`config.mk`:
```
export PLATFORM = sky130hd
export DESIGN_NAME = instruction_fetch_stage
export DESIGN_NICKNAME = d
export VERILOG_FILES = /design/src/rtl/instruction_fetch_stage_pkg.sv /design/src/rtl/instruction_fetch_stage_pc_register.sv /design/src/rtl/instruction_fetch_stage.sv
export SDC_FILE = /design/constraint.sdc
export NUM_CORES = 1
export LEC_CHECK = 0
export CAP_MARGIN = 10
export CORE_ASPECT_RATIO = 0.6
export CORE_UTILIZATION = 42
export DETAILED_ROUTE_END_ITERATION = 12
export HOLD_SLACK_MARGIN = 0.03
export PLACE_DENSITY = 0.77
export SLEW_MARGIN = 20
export SYNTH_ARGS = -nofsm -noshare
export SYNTH_HDL_FRONTEND = slang
export SYNTH_SLANG_ARGS = --single-unit
export TNS_END_PERCENT = 100
```
`constraint.sdc`:
```
create_clock -name clk -period 4.1 [get_ports clk]
set_input_delay 0.82 -clock clk [delete_from_list [all_inputs] [get_ports clk]]
set_output_delay 0.82 -clock clk [all_outputs]
set_load 0.05 [all_outputs]
```
`src/rtl/instruction_fetch_stage_pkg.sv`:
```
// rtl/instruction_fetch_stage_pkg.sv - shared constants for the RV32I fetch stage
package instruction_fetch_stage_pkg;

  localparam int          XLEN             = 32;
  localparam logic [31:0] RESET_PC         = 32'h0000_0000;
  // addi x0,x0,0 used as the pipeline bubble
  localparam logic [31:0] NOP_INSN         = 32'h0000_0013;
  // byte stride between sequential instructions
  localparam int          INSTRUCTION_SIZE = 4;
  // instruction memory depth in 32-bit words
  localparam int          MEM_SIZE         = 1024;

endpackage

```
`src/rtl/instruction_fetch_stage_pc_register.sv`:
```
// rtl/instruction_fetch_stage_pc_register.sv - program counter with next-PC priority mux
module pc_register #(
  parameter int               XLEN     = instruction_fetch_stage_pkg::XLEN,
  parameter logic [XLEN-1:0]  RESET_PC = instruction_fetch_stage_pkg::RESET_PC[XLEN-1:0]
) (
  input  logic            clk,
  input  logic            reset,
  input  logic            stall_i,
  input  logic            redirect_valid_i,
  input  logic [XLEN-1:0] redirect_target_i,
  output logic [XLEN-1:0] pc_o,
  output logic            redirect_taken_o
);

  import instruction_fetch_stage_pkg::*;

  logic [XLEN-1:0] pc_q;
  logic [XLEN-1:0] pc_d;

  // Redirect beats stall; targets are forced to word alignment; increment wraps naturally
  always_comb begin
    pc_d = pc_q;
    if (redirect_valid_i) begin
      pc_d = {redirect_target_i[XLEN-1:2], 2'b00};
    end else if (!stall_i) begin
      pc_d = pc_q + XLEN'(INSTRUCTION_SIZE);
    end
  end

  // PC flop, cleared asynchronously to the boot address
  always_ff @(posedge clk or posedge reset) begin
    if (reset) begin
      pc_q <= RESET_PC;
    end else begin
      pc_q <= pc_d;
    end
  end

  assign pc_o             = pc_q;
  assign redirect_taken_o = redirect_valid_i;

endmodule

```
`src/rtl/instruction_fetch_stage.sv`:
```
// rtl/instruction_fetch_stage.sv - IF stage: PC, instruction fetch and IF/ID register
module instruction_fetch_stage #(
  parameter int              XLEN     = instruction_fetch_stage_pkg::XLEN,
  parameter logic [XLEN-1:0] RESET_PC = instruction_fetch_stage_pkg::RESET_PC[XLEN-1:0],
  parameter logic [31:0]     NOP_INSN = instruction_fetch_stage_pkg::NOP_INSN
) (
  input  logic            clk,
  input  logic            reset,
  input  logic            stall_if,
  input  logic            flush_id,
  input  logic            redirect_valid,
  input  logic [XLEN-1:0] redirect_target,
  output logic [XLEN-1:0] imem_addr,
  input  logic [31:0]     imem_rdata,
  output logic [XLEN-1:0] ifid_pc,
  output logic [XLEN-1:0] ifid_pc_plus4,
  output logic [31:0]     ifid_instr,
  output logic            ifid_valid,
  output logic            misaligned_fetch
);

  import instruction_fetch_stage_pkg::*;

  logic [XLEN-1:0] pc;
  logic            redirect_taken;

  logic [XLEN-1:0] ifid_pc_q;
  logic [XLEN-1:0] ifid_pc_plus4_q;
  logic [31:0]     ifid_instr_q;
  logic            ifid_valid_q;
  logic            misaligned_q;

  pc_register #(
    .XLEN     (XLEN),
    .RESET_PC (RESET_PC)
  ) u_pc_register (
    .clk               (clk),
    .reset             (reset),
    .stall_i           (stall_if),
    .redirect_valid_i  (redirect_valid),
    .redirect_target_i (redirect_target),
    .pc_o              (pc),
    .redirect_taken_o  (redirect_taken)
  );

  // Memory is read combinationally straight from the PC
  assign imem_addr = pc;

  // IF/ID register: flush or redirect inserts a bubble, stall holds, else capture the fetch
  always_ff @(posedge clk or posedge reset) begin
    if (reset) begin
      ifid_pc_q       <= '0;
      ifid_pc_plus4_q <= '0;
      ifid_instr_q    <= NOP_INSN;
      ifid_valid_q    <= 1'b0;
    end else if (flush_id || redirect_taken) begin
      ifid_pc_q       <= '0;
      ifid_pc_plus4_q <= '0;
      ifid_instr_q    <= NOP_INSN;
      ifid_valid_q    <= 1'b0;
    end else if (!stall_if) begin
      ifid_pc_q       <= pc;
      ifid_pc_plus4_q <= pc + XLEN'(INSTRUCTION_SIZE);
      ifid_instr_q    <= imem_rdata;
      ifid_valid_q    <= 1'b1;
    end
  end

  // Sticky misaligned-target flag, only reset clears it
  always_ff @(posedge clk or posedge reset) begin
    if (reset) begin
      misaligned_q <= 1'b0;
    end else if (redirect_valid && (redirect_target[1:0] != 2'b00)) begin
      misaligned_q <= 1'b1;
    end
  end

  assign ifid_pc          = ifid_pc_q;
  assign ifid_pc_plus4    = ifid_pc_plus4_q;
  assign ifid_instr       = ifid_instr_q;
  assign ifid_valid       = ifid_valid_q;
  assign misaligned_fetch = misaligned_q;

endmodule

```
==> run_results.csv <==
group,metric,value,unit
yosys,synth_simple_gate_area_share,16.3,%
yosys,yosysTopAreaCell,"dfrtp_1",
pwr,finalPower,3590,uW
pwr,pwr_density_cell,422,mW/mm^2
global_routing,grt_use_total,24.3,%
pwr,power_frac_comb,18.3,%
worst_setup_path,arrival,1950,ps
detailed_routing,final_antenna_net_count,0,
yosys,yosysWarnings,0,
clock_tree,cts_tree,"done",
worst_setup_path,cp-start-kind,"flop",
clock_tree,numClockSinks,124,
yosys,synth-xor-area-share,8.30,%
pwr,p_int,2530,uW
min_path,hold_depth,1,
worst_setup_path,path_class,"reg -> out",
floorplanning,rows,33,
finish,final_layout_size_suffix_gt1_share,6.88,%
clock_tree,clk_latency,420,ps
floorplanning,dieArea,0.0148,sq mm
yosys,ys_types,41,
yosys,synthMuxAreaShare,10.5,%
pwr,p_sw,1050,uW
detailed_routing,drcViolationCount,0,
place,hpwl,11600,um
yosys,yosysMostFrequentCell,"dfrtp_1",
yosys,synth.avg_cell_area,10.1,sq um
run_status,status,"complete, no violations",
min_path,worstHoldPathType,"reg -> reg",
detailed_routing,wl,16900,um
worst_setup_path,cp-end-kind,"output port",
detailed_routing,first_pass_iters,5,
worst_setup_path,reg2reg_depth,6,
clock_tree,path_clk_slew,60,ps
yosys,synth_edf_count,0,
yosys,async_flop_share,100,%
worst_setup_path,path_depth,1,
worst_setup_path,cp_top_family,"buffers and inverters",
yosys,synth_area_leaders,"dfrtp_1, mux2i_1, xnor2_1, nor2_1, o21ai_0",
clock_tree,cts_resized,0,
job,drv_cap,0,
timing,min_period_over_period,67.6,%
yosys,synth-seq-cells,124,
clock_tree,cts_buffer_depth,2,
timing,drv_slew,0,
global_routing,antenna_found_initial,0,
detailed_routing,dr.first_iter.drc_count,334,
floorplanning,core_area,0.0138,sq mm
timing,timing.fmax,0.361,GHz
clock_tree,cts_root_buf,"clkbuf_16",
floorplanning,initial_core_util,43.5,%
yosys,synth_commonest_cells,"dfrtp_1, nor2_1, mux2i_1, nand2_1, o21ai_0",
pwr,p_sw_share,29.4,%
pwr,p_clk_share,43.2,%
yosys,syn_inst,593,
timing,tns,0,ps
finish,stdcell_count,962,
global_routing,gr-total-overflow,0,
finish,nFillCells,1161,
clock_tree,cts_buffers,17,
worst_setup_path,path_buf_inv,1,
finish,antenna_cells,0,
clock_tree,htreeDepth,4,
timing,hold_viol,0,
yosys,synth-main-ff-cell,"dfrtp_1",
yosys,yosysSeqAreaShare,51.6,%
pwr,seq_power_share,38.5,%
place,gp_congestion,0.824,
place,place_inst,930,
global_routing,grt_max_degree,125,
yosys,yosysTopAreaCellShare,50.3,%
timing,fin_skew,5.74,ps
worst_setup_path,crit_slowest_cell,"clkdlybuf4s50_1",
worst_setup_path,cpPeakStageDelay,900,ps
place,place_ws,1180,ps
yosys,synth_area,0.00602,sq mm
timing,rsz0062_at_grt,"false",
floorplanning,ioPinCount,199,
pwr,ir_worst_vdd,257,uV
yosys,synth_compound_area_share,6.86,%
global_routing,grt_pass1_vias,5081,
worst_setup_path,rrSetupSlack,1430,ps
clock_tree,postCtsSetupBuffers,0,
worst_setup_path,crit_chain,"clkdlybuf4s50_1",
timing,hold_ws,478,ps
worst_setup_path,crit_required,3280,ps
finish,area_delta_synth_final,41.2,%
timing,finalSetupViolations,0,
detailed_routing,wl_per_cell,17.6,um
global_routing,grt_first_pass_wirelength,27000,um
floorplanning,fp.dieH,94.7,um
clock_tree,hold_buffers,0,
detailed_routing,via_per_inst,5.21,
place,io_buffer_count,192,
timing,finalCriticalPeriod,2770,ps
floorplanning,die_w,157,um
timing,layout_setup_ws,1330,ps
worst_setup_path,worstPathMaxFanout,11,
timing,relSlewSlack,30.5,%
detailed_routing,vias,5012,
timing,tightestPinTransition,1030,ps
yosys,synth_top_family_by_area,"simple AND/OR/NAND/NOR gates",
pwr,power_leakage,0.00355,uW
yosys,synthAdderAreaFrac,0.208,%
finish,nets,827,
-- cells by family after synthesis --
logic type	after synthesis
buffers and inverters	60
DFF	124
xor gates and xnor gates	57
and+or+nand+nor	205
adders and majority gates	1
AOI/OAI and AO/OA	82
muxes	63
other	1
-- cells in the final DEF (no fill, tap or decap), drive strengths merged, types with 2 or more instances in the layout --
cell type and instances:
xor2 17, mux2i 62, clkinvlp 4, xnor2 40, dfrtp 121, nor2 82
nor3 11, and3 3, clkdlybuf4s50 190, nor2b 5, and4 7, nand2 51
clkinv 6, nand4 12, dfstp 3, nor4 10, or3 2, o21ai 51
bufinv 3, conb 6, a21oi 30, nand2b 2, buf 8, or2 2
nand3 15, clkbuf 21
-- power by group through the flow --
| stage | combinational (uW) | sequential, uW | clock, uW |
|---|---|---|---|
| finish | 656 | 1380 | 1550 |
| global route | 699 | 1390 | 1640 |
| CTS | 661 | 1380 | 1570 |
| detailed placement | 655 | 1400 | 0 |
| global placement | 647 | 1400 | 0 |
| floorplan | 258 | 1570 | 0 |
-- area by class of cell --
type | instances | area [sq um] | share of cell area, %
sequential | 124 | 3110 | 36.5
multi-input combinational | 414 | 2560 | 30.1
timing repair buffer | 198 | 1970 | 23.2
clock buffer | 21 | 470 | 5.53
tap | 192 | 240 | 2.83
clock inverter | 11 | 141 | 1.66
inverter | 2 | 11.3 | 0.132
-- per-layer routing --
layer  track usage [%]  wire length, um  up-vias
met5                 0                0        -
met4              6.62              179        0
met3              8.03             1430       17
met2              37.3             7760      198
met1              32.8             7540     2480
li1                  -                -     2317
-- flip-flops by register name (all words and copies together), names as in the netlist --
name / cells
ifid_pc_plus4: 30
ifid_valid: 1
ifid_pc: 30
ifid_instr: 32
misaligned_fetch: 1
u_pc_register.pc_o: 30
-- per-stage QoR --
| stage | utilization, % | instance area [sq um] |
|---|---|---|
| after floorplan | - | 6040 |
| after global placement | 57.0 | 7890 |
| after detailed placement | 57.0 | 7890 |
| after CTS | 61.5 | 8500 |
| after global routing | 61.5 | 8500 |
| final | 61.5 | 8500 |
-- worst paths after layout --
check / to / from
min reg2reg: misaligned_fetch$_DFFE_PP0P_ / misaligned_fetch$_DFFE_PP0P_
max reg2reg: u_pc_register.pc_o[28]$_DFFE_PP0N_ / u_pc_register.pc_o[3]$_DFFE_PP0N_
min: misaligned_fetch$_DFFE_PP0P_ / misaligned_fetch$_DFFE_PP0P_
min in group asynchronous: ifid_instr[10]$_DFFE_PP0P_ / reset
max in group asynchronous: u_pc_register.pc_o[21]$_DFFE_PP0N_ / reset
max: imem_addr[6] / u_pc_register.pc_o[6]$_DFFE_PP0N_
Note: power is estimated with default switching activity, not from simulation.
